**src/rtl/spectag_allocator_pkg.sv**
```systemverilog
// ============================================================================
// Module  : spectag_allocator_pkg
// Brief   : Shared widths and limits for the speculative-tag allocator.
// Revision: 1.0
// ============================================================================
`default_nettype none

package spectag_allocator_pkg;

  localparam int SPECTAG_LEN = 5;
  localparam int MAX_BRDEPTH = SPECTAG_LEN - 1;
  localparam int BRDEPTH_LEN = 3;

  typedef logic [SPECTAG_LEN-1:0] spectag_t;
  typedef logic [BRDEPTH_LEN-1:0] brdepth_t;

endpackage

`default_nettype wire

```
**src/rtl/spectag_rotl.sv**
```systemverilog
// ============================================================================
// Module  : spectag_rotl
// Brief   : One-hot rotate-left by a fixed SHIFT; the top bit wraps to bit 0.
// Revision: 1.0
// ============================================================================
`default_nettype none

module spectag_rotl #(
  parameter int WIDTH = 5,
  parameter int SHIFT = 1
) (
  input  logic [WIDTH-1:0] din,
  output logic [WIDTH-1:0] dout
);

  assign dout = {din[WIDTH-1-SHIFT:0], din[WIDTH-1:WIDTH-SHIFT]};

endmodule

`default_nettype wire

```
**src/rtl/spectag_allocator.sv**
```systemverilog
// ============================================================================
// Module  : spectag_allocator
// Brief   : Allocates one-hot branch spectags for up to two branches per
//           dispatch group; optional SPECTAG_STATS_EN adds stall/miss counters.
// Revision: 1.0
// ============================================================================
`default_nettype none

module spectag_allocator
  import spectag_allocator_pkg::*;
(
  input  logic                   clk,
  input  logic                   reset,
  input  logic                   dispatch_en,
  input  logic                   inst1_isbranch,
  input  logic                   inst2_isbranch,
  input  logic                   prsuccess,
  input  logic                   prmiss,
  input  logic [SPECTAG_LEN-1:0] prtag,
  output logic [SPECTAG_LEN-1:0] inst1_spectag,
  output logic [SPECTAG_LEN-1:0] inst2_spectag,
  output logic [SPECTAG_LEN-1:0] setspec1_tag,
  output logic                   setspec1_en,
  output logic [SPECTAG_LEN-1:0] setspec2_tag,
  output logic                   setspec2_en,
  output logic                   attachable,
  output logic [BRDEPTH_LEN-1:0] brdepth
`ifdef SPECTAG_STATS_EN
  ,
  output logic [31:0]            stall_cnt,
  output logic [31:0]            miss_cnt
`endif
);

  spectag_t r_tagreg;
  brdepth_t r_brdepth;

  spectag_t w_rot1;
  spectag_t w_rot2;
  logic [1:0] w_nbr;
  logic [3:0] w_need;
  logic [1:0] w_alloc;
  logic       w_dec;
  brdepth_t   w_depth_inc;
  brdepth_t   w_depth_next;
  spectag_t   w_tag_next;

  spectag_rotl #(.WIDTH(SPECTAG_LEN), .SHIFT(1)) u_rot1 (.din(r_tagreg), .dout(w_rot1));
  spectag_rotl #(.WIDTH(SPECTAG_LEN), .SHIFT(2)) u_rot2 (.din(r_tagreg), .dout(w_rot2));

  assign setspec1_tag  = w_rot1;
  assign setspec2_tag  = inst1_isbranch ? w_rot2 : w_rot1;
  assign inst1_spectag = r_tagreg;
  assign inst2_spectag = inst1_isbranch ? w_rot1 : r_tagreg;

  // Depth check uses the pre-resolution depth, so a coincident prsuccess
  // never frees a slot for the same group.
  assign w_nbr      = {1'b0, inst1_isbranch} + {1'b0, inst2_isbranch};
  assign w_need     = {1'b0, r_brdepth} + {2'b00, w_nbr};
  assign attachable = (w_need <= 4'(MAX_BRDEPTH));

  assign setspec1_en = dispatch_en & attachable & inst1_isbranch & ~prmiss;
  assign setspec2_en = dispatch_en & attachable & inst2_isbranch & ~prmiss;

  assign w_alloc      = {1'b0, setspec1_en} + {1'b0, setspec2_en};
  assign w_dec        = prsuccess & (r_brdepth != '0);
  assign w_depth_inc  = r_brdepth + {1'b0, w_alloc};
  assign w_depth_next = w_depth_inc - {{(BRDEPTH_LEN-1){1'b0}}, w_dec};

  always_comb begin
    w_tag_next = r_tagreg;
    if (setspec2_en)
      w_tag_next = setspec2_tag;
    else if (setspec1_en)
      w_tag_next = setspec1_tag;
  end

  always_ff @(posedge clk) begin
    if (reset) begin
      r_tagreg  <= spectag_t'(1);
      r_brdepth <= '0;
    end else if (prmiss) begin
      r_tagreg  <= prtag;
      r_brdepth <= '0;
    end else begin
      r_tagreg  <= w_tag_next;
      r_brdepth <= w_depth_next;
    end
  end

  assign brdepth = r_brdepth;

`ifdef SPECTAG_STATS_EN
  logic [31:0] r_stall_cnt;
  logic [31:0] r_miss_cnt;
  logic        w_stall;

  assign w_stall = dispatch_en & ~attachable & (w_nbr != 2'd0);

  always_ff @(posedge clk) begin
    if (reset) begin
      r_stall_cnt <= '0;
      r_miss_cnt  <= '0;
    end else begin
      if (w_stall && (r_stall_cnt != '1))
        r_stall_cnt <= r_stall_cnt + 32'd1;
      if (prmiss && (r_miss_cnt != '1))
        r_miss_cnt <= r_miss_cnt + 32'd1;
    end
  end

  assign stall_cnt = r_stall_cnt;
  assign miss_cnt  = r_miss_cnt;
`endif

endmodule

`default_nettype wire

```
**config.mk**
```make
export PLATFORM = sky130hd
export DESIGN_NAME = spectag_allocator
export DESIGN_NICKNAME = d
export VERILOG_FILES = /design/src/rtl/spectag_allocator_pkg.sv /design/src/rtl/spectag_rotl.sv /design/src/rtl/spectag_allocator.sv
export SDC_FILE = /design/constraint.sdc
export NUM_CORES = 1
export LEC_CHECK = 0
export CAP_MARGIN = 10
export CORE_MARGIN = 5
export CORE_UTILIZATION = 30
export DETAILED_ROUTE_END_ITERATION = 16
export PLACE_DENSITY = 0.63
export RECOVER_POWER = 25
export SKIP_LAST_GASP = 1
export SYNTH_ARGS = -nofsm -noshare
export SYNTH_HDL_FRONTEND = slang
export SYNTH_SLANG_ARGS = --single-unit
```
**constraint.sdc**
```tcl
create_clock -name clk -period 4.1 [get_ports clk]
set_input_delay 0.82 -clock clk [delete_from_list [all_inputs] [get_ports clk]]
set_output_delay 0.82 -clock clk [all_outputs]
set_load 0.05 [all_outputs]
```
==> flow_summary.yaml, run 1 <==
run_status:
  status: "complete, no violations"
global_routing:
  grt_pass1_wl_um: 2950
  overflow: 0
  groute.usage.overall: 0.111
  grt_max_degree: 13
  grt_pass1_vias: 659
  antenna_found_initial: 0
clocking:
  clk_latency_ns: 0.25
  htreeDepth: 1
  postCtsSetupRepairBufs: 0
  cts_tree: "yes"
  cts-root-buf: "clkbuf_4"
  clockBufferDepth: 2
  clk_pin_slew_ns: 0.06
  numCtsBuffers: 3
  cts_hold_buf: 0
  ctsResizeCount: 0
  cts.sinks: 8
sta:
  post-route-min-period_ns: 3.67
  relSlewSlack: 0.662
  setup_viol: 0
  hold_violations: 0
  rsz0062_at_grt: "no"
  worstMarginPinSlew_ns: 0.506
  skew_ns: 0.00574
  slew_viol_final: 0
  fmax_mhz: 272
  post-route-period-util: 0.896
  fin_hold_ws_ns: 0.546
  tns_ns: 0
floorplanning:
  initial_core_util: 0.311
  io_pins: 38
  core-area_mm2: 0.00219
  dieWidth_um: 57.6
  core.rowCount: 17
  die_area_mm2: 0.00332
  die_h_um: 57.6
critical_path:
  cpPeakStageDelay_ns: 0.46
  cp.arrival_ns: 3.81
  critical_path_required_ns: 4.23
  r2r_start: "brdepth[0]"
  cp-end-kind: "register"
  crit_path_start: "inst1_isbranch"
  worst_path_max_delay_cell: "fa_1"
  cp_common_cell: "fa_1"
  crit_chain: "clkdlybuf4s50_1, fa_1, ha_1, o22ai_2, o211ai_2, nor2_1, nand2_1, ha_1, inv_1, fa_1, fa_1, xor2_1, nor2_1"
  ff2ff_setup_slack_ns: 1.15
  timing.rr.end: "brdepth[2]"
  start_kind: "input pin"
  cp_max_fo: 3
  crit_type: "input pin to register"
  r2r_cells: 12
synthesis:
  synth_top_cell_by_area: "dfxtp_1"
  synth.distinct_cells: 26
  synth_seq_area_share: 0.235
  yosys_most_used_dff: "dfxtp_1"
  syn-cell-area_um2: 681
  synthTopCellsByArea: "dfxtp_1 24%, buf_4 11%, fa_1 8.8%"
  netlist_instances: 78
  yosys-top-cells-count: "10 x buf_4, 9 x inv_1, 8 x dfxtp_1"
  synth-edff-count: 0
  yosys.cell_count.top_type: "buf_4"
  synth_top_area_frac: 0.235
  syn_area_per_cell_um2: 8.73
  synth_fp_nets: 96
  synth-seq-cells: 8
  async_flop_share: 0
  synth_warnings: 0
drt:
  drt-initial-drc-count: 8
  wl_um: 1740
  antenna_left: 0
  routedWlPerCell_um: 12.7
  drc: 0
  via_count: 652
  via_per_inst: 4.76
  first_pass_iters: 4
min_path:
  whs_path_depth: 2
  worstHoldStart: "inst1_spectag[0]"
  min_path_type: "register to register"
  whs_endpoint: "inst1_spectag[0]"
finish:
  diodes: 0
  nets: 129
  syn_to_final_growth_pct: 57.2
  finalInstanceArea_mm2: 0.00107
  drive_above_1_share: 0.119
placed_design:
  dpl_cell_area_mm2: 0.00105
  gp_congestion: 0.778
  dp_hpwl_um: 1420
  numPortBuffers: 37
power_and_ir_drop:
  p_leak_nw: 0.447
  peakVddDrop_uv: 206
  power.density_mw_per_mm2: 319
job:
  maxCapViolCount: 0
[power by group]
group	switching, mW	internal [mW]	total, mW
combinational	0.117	0.0704	0.187
sequential	0.0101	0.0844	0.0944
clock	0.0265	0.0335	0.0600
total	0.153	0.188	0.342
[cell type report]
| class | instances | area, um^2 |
|---|---|---|
| inverter | 9 | 33.8 |
| sequential | 8 | 160 |
| clock buffer | 3 | 22.5 |
| tap | 28 | 35.0 |
| timing repair buffer | 40 | 423 |
| fill | 204 | 1120 |
| multi-input combinational | 49 | 395 |
[sequential cells by signal, indices dropped and copies added (netlist names)]
register and cells:
inst1_spectag 5, brdepth 3
[critical path: cells and delay by family]
family	cells	cell delay (ns)
AO/OA/AOI/OAI	2	0.25
XOR/XNOR	1	0.16
adder cells (fa/ha/maj)	5	1.81
AND/OR/NAND/NOR	3	0.27
buffers and inverters	2	0.49
[placed cells by master (no fill, tap or decap)]
cell type        count
a221oi_1             1
o211ai_2             1
or2_1                1
buf_12               3
nand2_1              5
nor2_1               4
a22oi_1              5
ha_1                 3
a21oi_2              1
o21a_1               2
fa_1                 3
inv_1                9
dfxtp_1              8
xor2_1               2
and2_1               3
a221o_1              4
mux2_1               2
o31a_1               1
o22ai_2              1
buf_4                3
nor2b_1              1
dlygate4sd3_1        8
o21ai_1              2
o21ai_0              1
and2_4               1
clkdlybuf4s50_1     26
clkbuf_4             3
nor3_1               5
[stage by stage]
| step | power (mW) | setup slack [ns] | utilization | cells |
|---|---|---|---|---|
| after floorplan | 0.228 | 0.609 | - | 78 |
| after global placement | 0.285 | 0.192 | 0.478 | 134 |
| after global routing | 0.363 | 0.231 | 0.488 | 137 |
| after detailed placement | 0.287 | 0.145 | 0.478 | 134 |
| after CTS | 0.350 | 0.415 | 0.488 | 137 |
| final | 0.342 | 0.428 | 0.488 | 137 |
[worst max-delay path by stage]
stage	end	cells after the start
3_3_place_gp	brdepth[2]	13
5_1_grt	brdepth[2]	13
3_5_place_dp	brdepth[2]	13
6_report	brdepth[2]	13
2_1_floorplan	brdepth[2]	10
4_1_cts	brdepth[2]	13
[per-layer routing]
metal,part of all wire,vias to the layer above,track usage
met4,0,0,0.0397
met1,0.44,292,0.146
li1,-,327,-
met3,0.11,0,0.0290
met5,0,-,0
met2,0.45,33,0.176
[kinds of logic (layout without fill, tap and decap cells)]
logic type / count (synthesis) / count (layout) / synth area share
buf+inv: 21 / 52 / 0.184
simple gates: 20 / 20 / 0.145
compound gates: 19 / 19 / 0.233
flops: 8 / 8 / 0.235
fa+ha+maj: 6 / 6 / 0.143
xor+xnor: 2 / 2 / 0.0257
mux: 2 / 2 / 0.0331
(Power assumes the default switching activity.)
==> run 2, diff against run 1 <==
- CTS_BUF_LIST: not set -> sky130_fd_sc_hd__clkbuf_16
==> run 2 against run 1 <==
  * Clock power grew to 2.7 times the previous value
  * Routed wire length grew 1.7%
  * Via count grew 1.7%
  * Critical path type unchanged
  * Power grew 31%
  * Sequential share of layout area shrank 0.70 points
==> flow_summary.yaml, run 2 (synthesis gave the netlist of run 1 again) <==
clocking:
  clk_latency_ns: 0.23
  ctsResizeCount: 0
  cts_tree: "yes"
  cts-root-buf: "clkbuf_16"
  postCtsSetupRepairBufs: 0
  cts_hold_buf: 0
  numCtsBuffers: 3
  htreeDepth: 1
  cts.sinks: 8
  clockBufferDepth: 2
  clk_pin_slew_ns: 0.04
min_path:
  whs_path_depth: 2
  worstHoldStart: "inst1_spectag[0]"
  min_path_type: "register to register"
  whs_endpoint: "inst1_spectag[0]"
critical_path:
  worst_path_max_delay_cell: "fa_1"
  cp-end-kind: "register"
  crit_chain: "clkdlybuf4s50_1, fa_1, ha_1, o22ai_2, o211ai_2, nor2_1, nand2_1, ha_1, inv_1, fa_1, fa_1, xor2_1, nor2_1"
  path_buf_inv: 2
  cpPeakStageDelay_ns: 0.46
  r2r_start: "brdepth[0]"
  ff2ff_setup_slack_ns: 1.15
  cp_top_family: "adder cells"
  r2r_cells: 12
  start_kind: "input pin"
  crit_type: "input pin to register"
  cp_common_cell: "fa_1"
  critical_path_required_ns: 4.21
  timing.rr.end: "brdepth[2]"
  cp_max_fo: 3
  cp.arrival_ns: 3.81
floorplanning:
  initial_core_util: 0.311
  io_pins: 38
  dieWidth_um: 57.6
  die_h_um: 57.6
  core.rowCount: 17
  core-area_mm2: 0.00219
  die_area_mm2: 0.00332
sta:
  post-route-min-period_ns: 3.70
  post-route-period-util: 0.903
  rsz0062_at_grt: "no"
  fmax_mhz: 270
  hold_violations: 0
  worstMarginPinSlew_ns: 0.506
  skew_ns: 0.00374
  slew_viol_final: 0
  tns_ns: 0
  relSlewSlack: 0.662
  setup_viol: 0
drt:
  via_per_inst: 4.84
  first_pass_iters: 5
  via_count: 663
  antenna_left: 0
  drt-initial-drc-count: 10
  routedWlPerCell_um: 12.9
  wl_um: 1760
  drc: 0
finish:
  multi_input_area_um2: 395
  finalNonFillerCells: 137
  largest_register_ffs: 5
  layout_commonest_cell: "clkdlybuf4s50_1"
  nFillCells: 198
  syn_to_final_growth_pct: 64.9
  nets: 129
  final_cell_mix: "26 x clkdlybuf4s50_1, 9 x inv_1, 8 x dfxtp_1, 8 x dlygate4sd3_1"
  diodes: 0
  regArea_um2: 160
  drive_above_1_share: 0.119
power_and_ir_drop:
  power_mw: 0.446
  peakVddDrop_uv: 258
  power.density_mw_per_mm2: 398
  p_leak_nw: 0.470
placed_design:
  gp_congestion: 0.778
  dp_cells: 134
  numPortBuffers: 37
  dp_hpwl_um: 1420
job:
  maxCapViolCount: 0
global_routing:
  groute.usage.overall: 0.113
  grt_pass1_wl_um: 2920
  grt_max_degree: 13
  grt_pass1_vias: 674
  antenna_found_initial: 0
  overflow: 0
run_status:
  status: "complete, no violations"
==> run 2: area by class of cell <==
class / count / area share
well taps: 28 / 0.0312
clock buffers: 3 / 0.0669
inverters: 9 / 0.0301
multi-input cells: 49 / 0.352
repair buffers: 40 / 0.377
flip-flops and latches: 8 / 0.143
==> run 2: how the worst max path moves through the flow <==
stage,depth (start not counted),startpoint,endpoint,slack [ns]
2_1_floorplan,10,inst1_isbranch,brdepth[2],0.61
3_3_place_gp,13,inst1_isbranch,brdepth[2],0.19
3_5_place_dp,13,inst1_isbranch,brdepth[2],0.14
4_1_cts,13,inst1_isbranch,brdepth[2],0.37
5_1_grt,13,inst1_isbranch,brdepth[2],0.19
6_report,13,inst1_isbranch,brdepth[2],0.40
==> run 2: through the flow <==
stage / utilization / area, um^2 / hold WS [ns] / worst slack [ns]
floorplan: - / 681 / 0.753 / 0.609
global placement: 0.478 / 1050 / 0.542 / 0.192
detailed placement: 0.478 / 1050 / 0.538 / 0.145
CTS: 0.512 / 1120 / 0.544 / 0.368
global route: 0.512 / 1120 / 0.571 / 0.186
finish: 0.512 / 1120 / 0.551 / 0.399
==> run 2: power by group <==
part | internal (mW) | switching, mW
sequential | 0.0848 | 0.0103
clock | 0.126 | 0.0381
combinational | 0.0704 | 0.117
total | 0.281 | 0.165
==> run 2: worst min-delay path, stage by stage (launching register included) <==
cell      delay (ns)
dfxtp_1         0.34
inv_1           0.08
a221oi_1        0.07
==> run 2: metal layers <==
layer,GRT usage,vias up,part of all wire
met5,0,-,0
met4,0.0497,0,0.012
met3,0.0356,2,0.11
met2,0.182,36,0.43
met1,0.138,300,0.45
li1,-,325,-
==> run 3, diff against run 2 <==
- SETUP_SLACK_MARGIN: not set -> 0.02
==> results of run 3 <==
The final DEF is identical to that of run 2; final timing and power are the same.
